--- config.mk ---
export PLATFORM = sky130hd
export DESIGN_NAME = instr_fetch_unit_flat
export DESIGN_NICKNAME = d
export VERILOG_FILES = /design/src/rtl/instr_fetch_unit_if.sv /design/src/rtl/instr_fetch_unit.sv /design/src/flat_wrapper.sv
export SDC_FILE = /design/constraint.sdc
export NUM_CORES = 1
export LEC_CHECK = 0
export BUFFER_PORTS_ARGS = -buffer_cell sky130_fd_sc_hd__buf_2
export CORE_UTILIZATION = 50
export CTS_BUF_LIST = sky130_fd_sc_hd__clkbuf_8
export CTS_CLUSTER_DIAMETER = 30
export DETAILED_ROUTE_END_ITERATION = 8
export PLACE_DENSITY = 0.75
export SYNTH_ARGS = -nofsm -noshare
export SYNTH_HDL_FRONTEND = slang
export SYNTH_SLANG_ARGS = --single-unit
--- constraint.sdc ---
create_clock -name clk -period 6.4 [get_ports clk]
set_clock_uncertainty 0.15 [all_clocks]
set_input_delay 0.32 -clock clk [delete_from_list [all_inputs] [get_ports clk]]
set_output_delay 0.32 -clock clk [all_outputs]
set_load 0.1 [all_outputs]
--- src/rtl/instr_fetch_unit_if.sv ---
// Instruction-memory fetch bus: one outstanding word request, response strobed by ImemValid.
// The fetch unit is the master; the instruction memory (or its model) is the slave.
interface instr_fetch_unit_if #(
    parameter int unsigned PC_W   = 32,
    parameter int unsigned INST_W = 32
);
    logic              ImemReq;
    logic [PC_W-1:0]   ImemAddr;
    logic              ImemValid;
    logic [INST_W-1:0] ImemRdata;

    modport master (
        output ImemReq,
        output ImemAddr,
        input  ImemValid,
        input  ImemRdata
    );

    modport slave (
        input  ImemReq,
        input  ImemAddr,
        output ImemValid,
        output ImemRdata
    );
endinterface

--- src/rtl/instr_fetch_unit.sv ---
// IF stage plus IF/ID register: owns the PC, fetches one word at a time from a variable-latency
// memory, parks a response in a 1-entry buffer during ID stalls, and squashes on redirects.
module instr_fetch_unit #(
    parameter int unsigned       PC_W     = 32,
    parameter int unsigned       INST_W   = 32,
    parameter logic [PC_W-1:0]   RESET_PC = 32'h0000_0000,
    parameter logic [INST_W-1:0] NOP      = 32'h0000_0013
) (
    input  logic               clk,
    input  logic               rst_n,
    input  logic               Stall,
    input  logic               Redirect,
    input  logic [PC_W-1:0]    RedirectPc,
    instr_fetch_unit_if.master imem,
    output logic               IfIdValid,
    output logic [PC_W-1:0]    IfIdPc,
    output logic [INST_W-1:0]  IfIdInstr,
    output logic [6:0]         Opcode
);

    typedef enum logic [1:0] {
        S_REQ,
        S_WAIT,
        S_HOLD,
        S_DISCARD
    } state_e;

    state_e            state_q, state_d;
    logic [PC_W-1:0]   pc_q, pc_d;
    logic              if_valid_q, if_valid_d;
    logic [PC_W-1:0]   if_pc_q, if_pc_d;
    logic [INST_W-1:0] if_instr_q, if_instr_d;
    logic [PC_W-1:0]   buf_pc_q, buf_pc_d;
    logic [INST_W-1:0] buf_instr_q, buf_instr_d;
    logic              loaded;
    logic [PC_W-1:0]   pc_inc;

    assign pc_inc = pc_q + PC_W'(4);

    always_comb begin
        // NOTE: every _d starts from its _q, so no path through this block can infer a latch.
        state_d     = state_q;
        pc_d        = pc_q;
        if_valid_d  = if_valid_q;
        if_pc_d     = if_pc_q;
        if_instr_d  = if_instr_q;
        buf_pc_d    = buf_pc_q;
        buf_instr_d = buf_instr_q;
        loaded      = 1'b0;

        case (state_q)
            S_REQ: state_d = S_WAIT;
            S_WAIT: begin
                if (imem.ImemValid) begin
                    if (!Stall) begin
                        loaded     = 1'b1;
                        if_valid_d = 1'b1;
                        if_pc_d    = pc_q;
                        if_instr_d = imem.ImemRdata;
                        pc_d       = pc_inc;
                        state_d    = S_REQ;
                    end else begin
                        buf_pc_d    = pc_q;
                        buf_instr_d = imem.ImemRdata;
                        state_d     = S_HOLD;
                    end
                end
            end
            S_HOLD: begin
                if (!Stall) begin
                    loaded     = 1'b1;
                    if_valid_d = 1'b1;
                    if_pc_d    = buf_pc_q;
                    if_instr_d = buf_instr_q;
                    pc_d       = pc_inc;
                    state_d    = S_REQ;
                end
            end
            S_DISCARD: begin
                if (imem.ImemValid) state_d = S_REQ;
            end
            default: state_d = S_REQ;
        endcase

        if (!loaded && !Stall) begin
            if_valid_d = 1'b0;
            if_instr_d = NOP;
        end

        // Redirect outranks Stall and any response. The only way to drop the in-flight word
        // is to keep waiting for it in DISCARD; once it has arrived we may fetch again.
        if (Redirect) begin
            pc_d        = {RedirectPc[PC_W-1:2], 2'b00};
            if_valid_d  = 1'b0;
            if_instr_d  = NOP;
            buf_pc_d    = '0;
            buf_instr_d = NOP;
            if ((state_q == S_WAIT || state_q == S_DISCARD) && !imem.ImemValid)
                state_d = S_DISCARD;
            else
                state_d = S_REQ;
        end
    end

    // NOTE: sequential state uses non-blocking assignments only, so every flop samples pre-edge values.
    always_ff @(posedge clk or negedge rst_n) begin
        if (!rst_n) begin
            state_q     <= S_REQ;
            pc_q        <= RESET_PC;
            if_valid_q  <= 1'b0;
            if_pc_q     <= '0;
            if_instr_q  <= NOP;
            // NOTE: the hold buffer is ordinary flops, not a RAM, so it is reset with the rest.
            buf_pc_q    <= '0;
            buf_instr_q <= NOP;
        end else begin
            state_q     <= state_d;
            pc_q        <= pc_d;
            if_valid_q  <= if_valid_d;
            if_pc_q     <= if_pc_d;
            if_instr_q  <= if_instr_d;
            buf_pc_q    <= buf_pc_d;
            buf_instr_q <= buf_instr_d;
        end
    end

    assign imem.ImemReq  = (state_q == S_REQ) && rst_n;
    assign imem.ImemAddr = pc_q;
    assign IfIdValid     = if_valid_q;
    assign IfIdPc        = if_pc_q;
    assign IfIdInstr     = if_instr_q;
    assign Opcode        = if_instr_q[6:0];

endmodule

--- src/flat_wrapper.sv ---
// flat-port wrapper written by rule: the top's interface ports become plain ports
module instr_fetch_unit_flat 
#(
    parameter int unsigned       PC_W     = 32,
    parameter int unsigned       INST_W   = 32,
    parameter logic [PC_W-1:0]   RESET_PC = 32'h0000_0000,
    parameter logic [INST_W-1:0] NOP      = 32'h0000_0013
)
  (clk, rst_n, Stall, Redirect, RedirectPc, IfIdValid, IfIdPc, IfIdInstr, Opcode, imem_ImemReq, imem_ImemAddr, imem_ImemValid, imem_ImemRdata);
  instr_fetch_unit_if #(.PC_W(PC_W), .INST_W(INST_W)) imem_i ();
  input  logic clk;
  input  logic rst_n;
  input  logic Stall;
  input  logic Redirect;
  input  logic [PC_W-1:0] RedirectPc;
  output logic IfIdValid;
  output logic [PC_W-1:0] IfIdPc;
  output logic [INST_W-1:0] IfIdInstr;
  output logic [6:0] Opcode;
  output wire logic [$bits(imem_i.ImemReq)-1:0] imem_ImemReq;
  output wire logic [$bits(imem_i.ImemAddr)-1:0] imem_ImemAddr;
  input wire logic [$bits(imem_i.ImemValid)-1:0] imem_ImemValid;
  input wire logic [$bits(imem_i.ImemRdata)-1:0] imem_ImemRdata;
  assign imem_ImemReq = imem_i.ImemReq;
  assign imem_ImemAddr = imem_i.ImemAddr;
  assign imem_i.ImemValid = imem_ImemValid;
  assign imem_i.ImemRdata = imem_ImemRdata;
  instr_fetch_unit #(.PC_W(PC_W), .INST_W(INST_W), .RESET_PC(RESET_PC), .NOP(NOP)) u_core (.clk(clk), .rst_n(rst_n), .Stall(Stall), .Redirect(Redirect), .RedirectPc(RedirectPc), .imem(imem_i), .IfIdValid(IfIdValid), .IfIdPc(IfIdPc), .IfIdInstr(IfIdInstr), .Opcode(Opcode));
endmodule
* Word-level counts from Yosys, hierarchy flattened
Cells that the tools add are included.
W data, S select, Z words.
** Operators by class
- Equality and inequality tests :: 12
- Add/subtract/negate cells :: 1
- Reductions and logical operators :: 20
- Multiplexer cells :: 37
** Operators with widths (count)
- $mux W32 :: 19
- $pmux W32 S2 :: 3
- $add A32 B3 Y32 const B :: 1
- $mux W2 :: 6
- $ne A4 B3 Y1 const B :: 3
- $ne A3 B3 Y1 const B :: 3
- $pmux W2 S4 :: 1
- $reduce_and A4 Y1 :: 2
- $reduce_bool A2 Y1 :: 4
- $mux W1 :: 6
- $ne A2 B2 Y1 const B :: 3
- $reduce_and A3 Y1 :: 2
- $eq A2 B2 Y1 const B :: 2
- $pmux W1 S2 :: 2
- $reduce_and A2 Y1 :: 2
- $reduce_bool A4 Y1 :: 1
- $logic_and A1 B1 Y1 :: 3
- $logic_not A1 Y1 :: 3
- $reduce_bool A3 Y1 :: 1
- $eq A2 B1 Y1 const B :: 1
- $logic_not A2 Y1 :: 1
- $logic_or A1 B1 Y1 :: 1
** Word-level totals
- Flip-flop bits (word level) :: 163
- Output and inout bits :: 105
- Input port bits :: 69

* Depth between registers and ports, before layout
- Depth in word-level cells :: 7
- Mapped depth :: 9
- Mapped depth without buffers :: 6

* Least setup slack after synthesis
OpenSTA, ideal clock, no wires.
- Path kind :: register -> register
- From :: reg u_core.pc_q[11], in the netlist u_core.imem.ImemAddr[11]
- To :: reg u_core.pc_q[30], in the netlist u_core.imem.ImemAddr[30]
- Arrival time :: 2.704 ns
- Cell stages (with the launch flop) :: 7
- Path slack :: 3.464 ns
- Cells stage by stage :: dfrtp_1 -> nand4_1 -> or4_1 -> clkbuf_1 -> clkbuf_1 -> or4_1 -> a31oi_1
** On the way
- Cells in the longest elaborated chain, start to end :: 5
** RTL lines
- start, declared :: RTL line instr_fetch_unit.sv:29 : logic [PC_W-1:0] pc_q, pc_d;
- start signal, assigned :: RTL line instr_fetch_unit.sv:118 : pc_q <= pc_d;
- $add A32 B3 Y32 * :: RTL line instr_fetch_unit.sv:38 : assign pc_inc = pc_q + PC_W'(4);
- $mux W32 * :: RTL line instr_fetch_unit.sv:55, instr_fetch_unit.sv:70
- $mux W32 :: RTL line instr_fetch_unit.sv:54 : if (imem.ImemValid) begin
- $pmux W32 S2 * :: RTL line instr_fetch_unit.sv:51 : case (state_q)
- $mux W32 * :: RTL line instr_fetch_unit.sv:92 : if (Redirect) begin
Mark *: on every way between the ends. The rest lies on a longest branch, timed or not. The select of a mux whose other input is x is not followed.
A chain may end at the register's enable or synchronous reset.

* Worst setup path in the final report
- From :: reg u_core.state_q[0]
- To :: reg u_core.pc_q[23], in the netlist u_core.imem.ImemAddr[23]
** On the way
- Cells in the longest elaborated chain, start to end :: 3
** RTL lines
- start, declared :: RTL line instr_fetch_unit.sv:28 : state_e state_q, state_d;
- start signal, assigned :: RTL line instr_fetch_unit.sv:117 : state_q <= state_d;
- $eq A2 B2 Y1 / $eq A2 B1 Y1 (equally long branches) :: RTL line instr_fetch_unit.sv:51
- $pmux W32 S2, or another cell as far along :: RTL line instr_fetch_unit.sv:51
- $mux W32 / $reduce_and A2 Y1 (equally long branches)
Several ways; a longest one is shown, not always the timed one.

==> run summary <==
### Clock tree
* **buffer depth of the longest clock path** 2
* **CTS sink cnt** 159
* **quantity of hold-fixing buffers added after cts** 62
* **clock tree from TritonCTS** yes
* **count of H-tree levels built during CTS** 4
* **total CTS buffers** 17
* **clock network latency to the later pin of the worst-skew pair** 0.44 ns
* **clock-pin slew of the registers on the worst-case setup and hold paths** 0.08 ns
* **CTS Root Cell** sky130_fd_sc_hd__clkbuf_8
* **setup fix buffers added after clock tree synthesis** 0
* **quantity of gates resized following cts** 0

### Finish
* **final design area excluding fillers** 9370 sq um
* **Layout Utilization** 66.4%
* **Post-layout nets** 1027
* **number of diodes added for antenna fixing** 0
* **number of inserted filler cells in the final layout** 1146
* **Area growth, synth to finish** 27.3%
* **fraction of final layout cells sized beyond drive strength 1** 23.1%

### Place
* **Port Buffer Count** 169
* **area of placed instances** 8250 sq um
* **half-perimeter wire length after detailed placement** 11.3 mm
* **worst slack at placement** 2.74 ns
* **Final GP Congestion** 0.776

### Power
* **leakage power total** 4.12 nW
* **cell area power density** 417 nW/um^2
* **largest voltage drop on the vdd net** 0.206 mV

### Worst setup path
* **cells along the critical path** inv_1 > ha_4 > mux2i_1 > or4_1 > or4b_2 > a31oi_1
* **critical path depth** 6
* **slowest CP cell** sky130_fd_sc_hd__or4_1
* **biggest cell delay along the critical path** 0.98 ns
* **Register-to-Register Setup Slack** 2.71 ns
* **startpoint type of the worst setup path** flip-flop
* **required time at the worst-slack endpoint** 6.62 ns
* **depth of the most critical reg-to-reg path** 6
* **crit-path max FO** 32
* **arrival time of the worst setup path** 3.91 ns
* **beginning of the critical path** u_core.state_q[0]
* **type of element capturing the critical path** flip-flop
* **RR Startpoint** u_core.state_q[0]
* **crit-path leading delay family** simple AND/OR/NAND/NOR gates
* **Reg-to-Reg End** u_core.imem.ImemAddr[23]
* **WP buf/inv** 1
* **Worst Setup Path Type** reg2reg
* **worst setup path end** u_core.imem.ImemAddr[23]

### Logic synthesis
* **Netlist Area Pre-Place** 7360 sq um
* **Yosys Warn Count** 0
* **area share of the largest cell type after synthesis** 52.0%
* **portion of the post-synthesis area used by sequential elements** 54.2%
* **Post-Synthesis Cells** 758
* **async set-reset flop share out of synthesis** 100%
* **XOR/XNOR share of the synthesized area** 0.953%
* **Post-Synth Simple-Gate Area** 16.3%
* **mean area per synthesized cell** 9.70 sq um
* **count of cell types in the netlist** 37
* **combinational family with the most area after synthesis** simple AND/OR/NAND/NOR gates
* **Main synth FF type** sky130_fd_sc_hd__dfrtp_1
* **Seq cells post-synth** 159
* **mux cell area share after synthesis** 8.71%
* **number of enable-type register cells in the synthesized netlist** 0
* **compound-cell area share of the yosys netlist** 14.4%
* **ranking of synthesized cells by area** sky130_fd_sc_hd__dfrtp_1 52%, sky130_fd_sc_hd__mux2i_1 8.7%, sky130_fd_sc_hd__nand2_1 8.0%
* **largest area contributor in the synthesized netlist** sky130_fd_sc_hd__dfrtp_1
* **adder and majority cell fraction of the synthesized area** 1.02%

### Global route
* **number of antenna violations at the first check in global routing** 0
* **largest net degree at the start of global routing** 88
* **global route hottest layer** met2
* **via count of the first global-routing pass** 6006
* **global-route wire length before repair** 30.2 mm
* **M1 GR Usage** 33.8%
* **global routing usage summed across all routing layers** 25.9%
* **total gr overflow** 0
* **global-route track usage on met2** 42.7%
* **GR Util met3** 6.60%

### STA
* **unrepaired setup endpoints after global routing** false
* **Hold Worst Slack** 0.0404 ns
* **post-route fraction of the period consumed by the critical path** 57.7%
* **final sum of negative setup slack** 0 ns
* **min cycle time layout** 3.69 ns
* **Final WS setup** 2.71 ns
* **endpoints failing setup** 0
* **Peak Freq** 0.271 GHz
* **Worst Max-Slew Pin Slew** 0.904 ns
* **final hold viol count** 0
* **final-report max-slew violation count** 0
* **tightest slew margin relative to the limit** 38.0%

### Drt
* **Remaining DRCs** 0
* **number of nets still failing antenna checks after routing** 0
* **first-pass detailed-route iteration total** 5
* **via total after detailed routing** 6370
* **aggregate routed wire length** 18.8 mm
* **DR iter-0 viols** 362
* **via/cell ratio** 5.56
* **Routed wire per std cell** 16.4 um

### Die
* **width of the die** 123 um
* **DIE AREA** 15200 sq um
* **chip height** 123 um
* **placeable core region** 14100 sq um
* **number of core rows** 43
* **effective utilization at floorplan** 52.2%
* **number of placed I/O pins** 174

### Min path
* **path class of the lowest-slack min-delay path** in2reg

### Job
* **max-capacitance violation count** 0

### Status
* **result of the run** finished, final reports clean

[synthesized netlist by cell type, types with 2 or more instances]
cell	number
sky130_fd_sc_hd__mux2i_1	64
sky130_fd_sc_hd__a31oi_1	14
sky130_fd_sc_hd__dfstp_2	6
sky130_fd_sc_hd__buf_1	2
sky130_fd_sc_hd__o2bb2ai_1	29
sky130_fd_sc_hd__dfrtp_1	153
sky130_fd_sc_hd__nand3_1	22
sky130_fd_sc_hd__inv_1	8
sky130_fd_sc_hd__nand2_1	156
sky130_fd_sc_hd__buf_4	10
sky130_fd_sc_hd__xnor2_1	8
sky130_fd_sc_hd__nand4_1	5
sky130_fd_sc_hd__or3_1	2
sky130_fd_sc_hd__o31ai_1	11
sky130_fd_sc_hd__o211ai_1	9
sky130_fd_sc_hd__and4_1	2
sky130_fd_sc_hd__a21oi_1	94
sky130_fd_sc_hd__clkbuf_1	54
sky130_fd_sc_hd__nor2_1	45
sky130_fd_sc_hd__nor4_1	2
sky130_fd_sc_hd__ha_1	6
sky130_fd_sc_hd__nand3b_1	2
sky130_fd_sc_hd__nor3_1	6
sky130_fd_sc_hd__o21ai_0	12
sky130_fd_sc_hd__and3_1	4
sky130_fd_sc_hd__or4_1	21
[report_power, final]
part	internal (mW)	switching, mW	total (mW)
Clock	0.526	0.380	0.907
Combinational	0.328	1.38	1.71
Sequential	1.17	0.116	1.29
[cell type report]
class	count	area, sq um	share of cell area (%)
Sequential cell	159	3990	42.6
Multi-Input combinational cell	526	3090	33.0
Timing Repair Buffer	240	1540	16.5
Clock buffer	19	262	2.79
Clock inverter	13	234	2.50
Tap cell	180	225	2.40
Inverter	8	30.0	0.321
[cell usage in the layout (no fill, tap or decap), types with 2 or more instances in the layout]
cell and instances:
sky130_fd_sc_hd__a21oi_1 94, sky130_fd_sc_hd__a31oi_1 14, sky130_fd_sc_hd__and3_1 3, sky130_fd_sc_hd__and4_1 2, sky130_fd_sc_hd__buf_2 167, sky130_fd_sc_hd__buf_4 10
sky130_fd_sc_hd__bufinv_16 6, sky130_fd_sc_hd__clkbuf_8 19, sky130_fd_sc_hd__clkinv_4 2, sky130_fd_sc_hd__clkinvlp_4 3, sky130_fd_sc_hd__conb_1 2, sky130_fd_sc_hd__dfrtp_1 153
sky130_fd_sc_hd__dfstp_2 6, sky130_fd_sc_hd__dlygate4sd3_1 62, sky130_fd_sc_hd__ha_1 5, sky130_fd_sc_hd__inv_1 8, sky130_fd_sc_hd__mux2i_1 64, sky130_fd_sc_hd__nand2_1 156
sky130_fd_sc_hd__nand3_1 21, sky130_fd_sc_hd__nand3b_1 2, sky130_fd_sc_hd__nand4_1 5, sky130_fd_sc_hd__nor2_1 43, sky130_fd_sc_hd__nor3_1 6, sky130_fd_sc_hd__nor4_1 2
sky130_fd_sc_hd__o211ai_1 9, sky130_fd_sc_hd__o21ai_0 12, sky130_fd_sc_hd__o2bb2ai_1 29, sky130_fd_sc_hd__o31ai_1 11, sky130_fd_sc_hd__or3_1 2, sky130_fd_sc_hd__or4_1 21
sky130_fd_sc_hd__xnor2_1 8
[logic make-up after synthesis]
| group | count (synthesis) |
|---|---|
| AND/OR/NAND/NOR | 272 |
| AO/OA/AOI/OAI | 174 |
| flip-flops | 159 |
| buffers and inverters | 74 |
| multiplexers | 64 |
| XOR/XNOR | 8 |
| adder cells (fa/ha/maj) | 6 |
| other | 1 |
[worst min path at each step]
stage                    from                       end  slack, ns  cells after the start
3_5_place_dp            rst_n         u_core.IfIdPc[26]       0.28                      1
5_1_grt        RedirectPc[31]  u_core.imem.ImemAddr[31]       0.01                      3
4_1_cts        RedirectPc[31]  u_core.imem.ImemAddr[31]      0.009                      3
2_1_floorplan           rst_n      u_core.IfIdInstr[10]      -0.13                      0
3_3_place_gp            rst_n         u_core.IfIdPc[26]       0.28                      1
6_report       RedirectPc[31]  u_core.imem.ImemAddr[31]       0.04                      3
[per-layer routing]
layer	vias to the layer above	wire length, um
li1	3028	-
met5	-	0
met2	199	9310
met1	3132	8210
met3	11	1160
met4	0	133
[flip-flops by register name (all words and copies together), names as in the netlist]
signal,flops
u_core.IfIdInstr,32
u_core.buf_instr_q,32
u_core.IfIdPc,31
u_core.buf_pc_q,31
u_core.imem.ImemAddr,30
u_core.state_q,2
u_core.IfIdValid,1
[metrics by stage]
| stage | std cells | power (mW) |
|---|---|---|
| 2_1_floorplan | 759 | 2.68 |
| 3_3_place_gp | 1051 | 2.97 |
| 3_5_place_dp | 1051 | 2.99 |
| 4_1_cts | 1145 | 3.93 |
| 5_1_grt | 1145 | 4.09 |
| 6_report | 1145 | 3.90 |
[worst register-to-register path, stage by stage (launching register included)]
cell and delay, ns:
sky130_fd_sc_hd__dfrtp_1 0.40, sky130_fd_sc_hd__inv_1 0.17, sky130_fd_sc_hd__ha_4 0.54, sky130_fd_sc_hd__mux2i_1 0.46
sky130_fd_sc_hd__or4_1 0.98, sky130_fd_sc_hd__or4b_2 0.74, sky130_fd_sc_hd__a31oi_1 0.18
No activity file was read; power rests on OpenSTA's default activity.
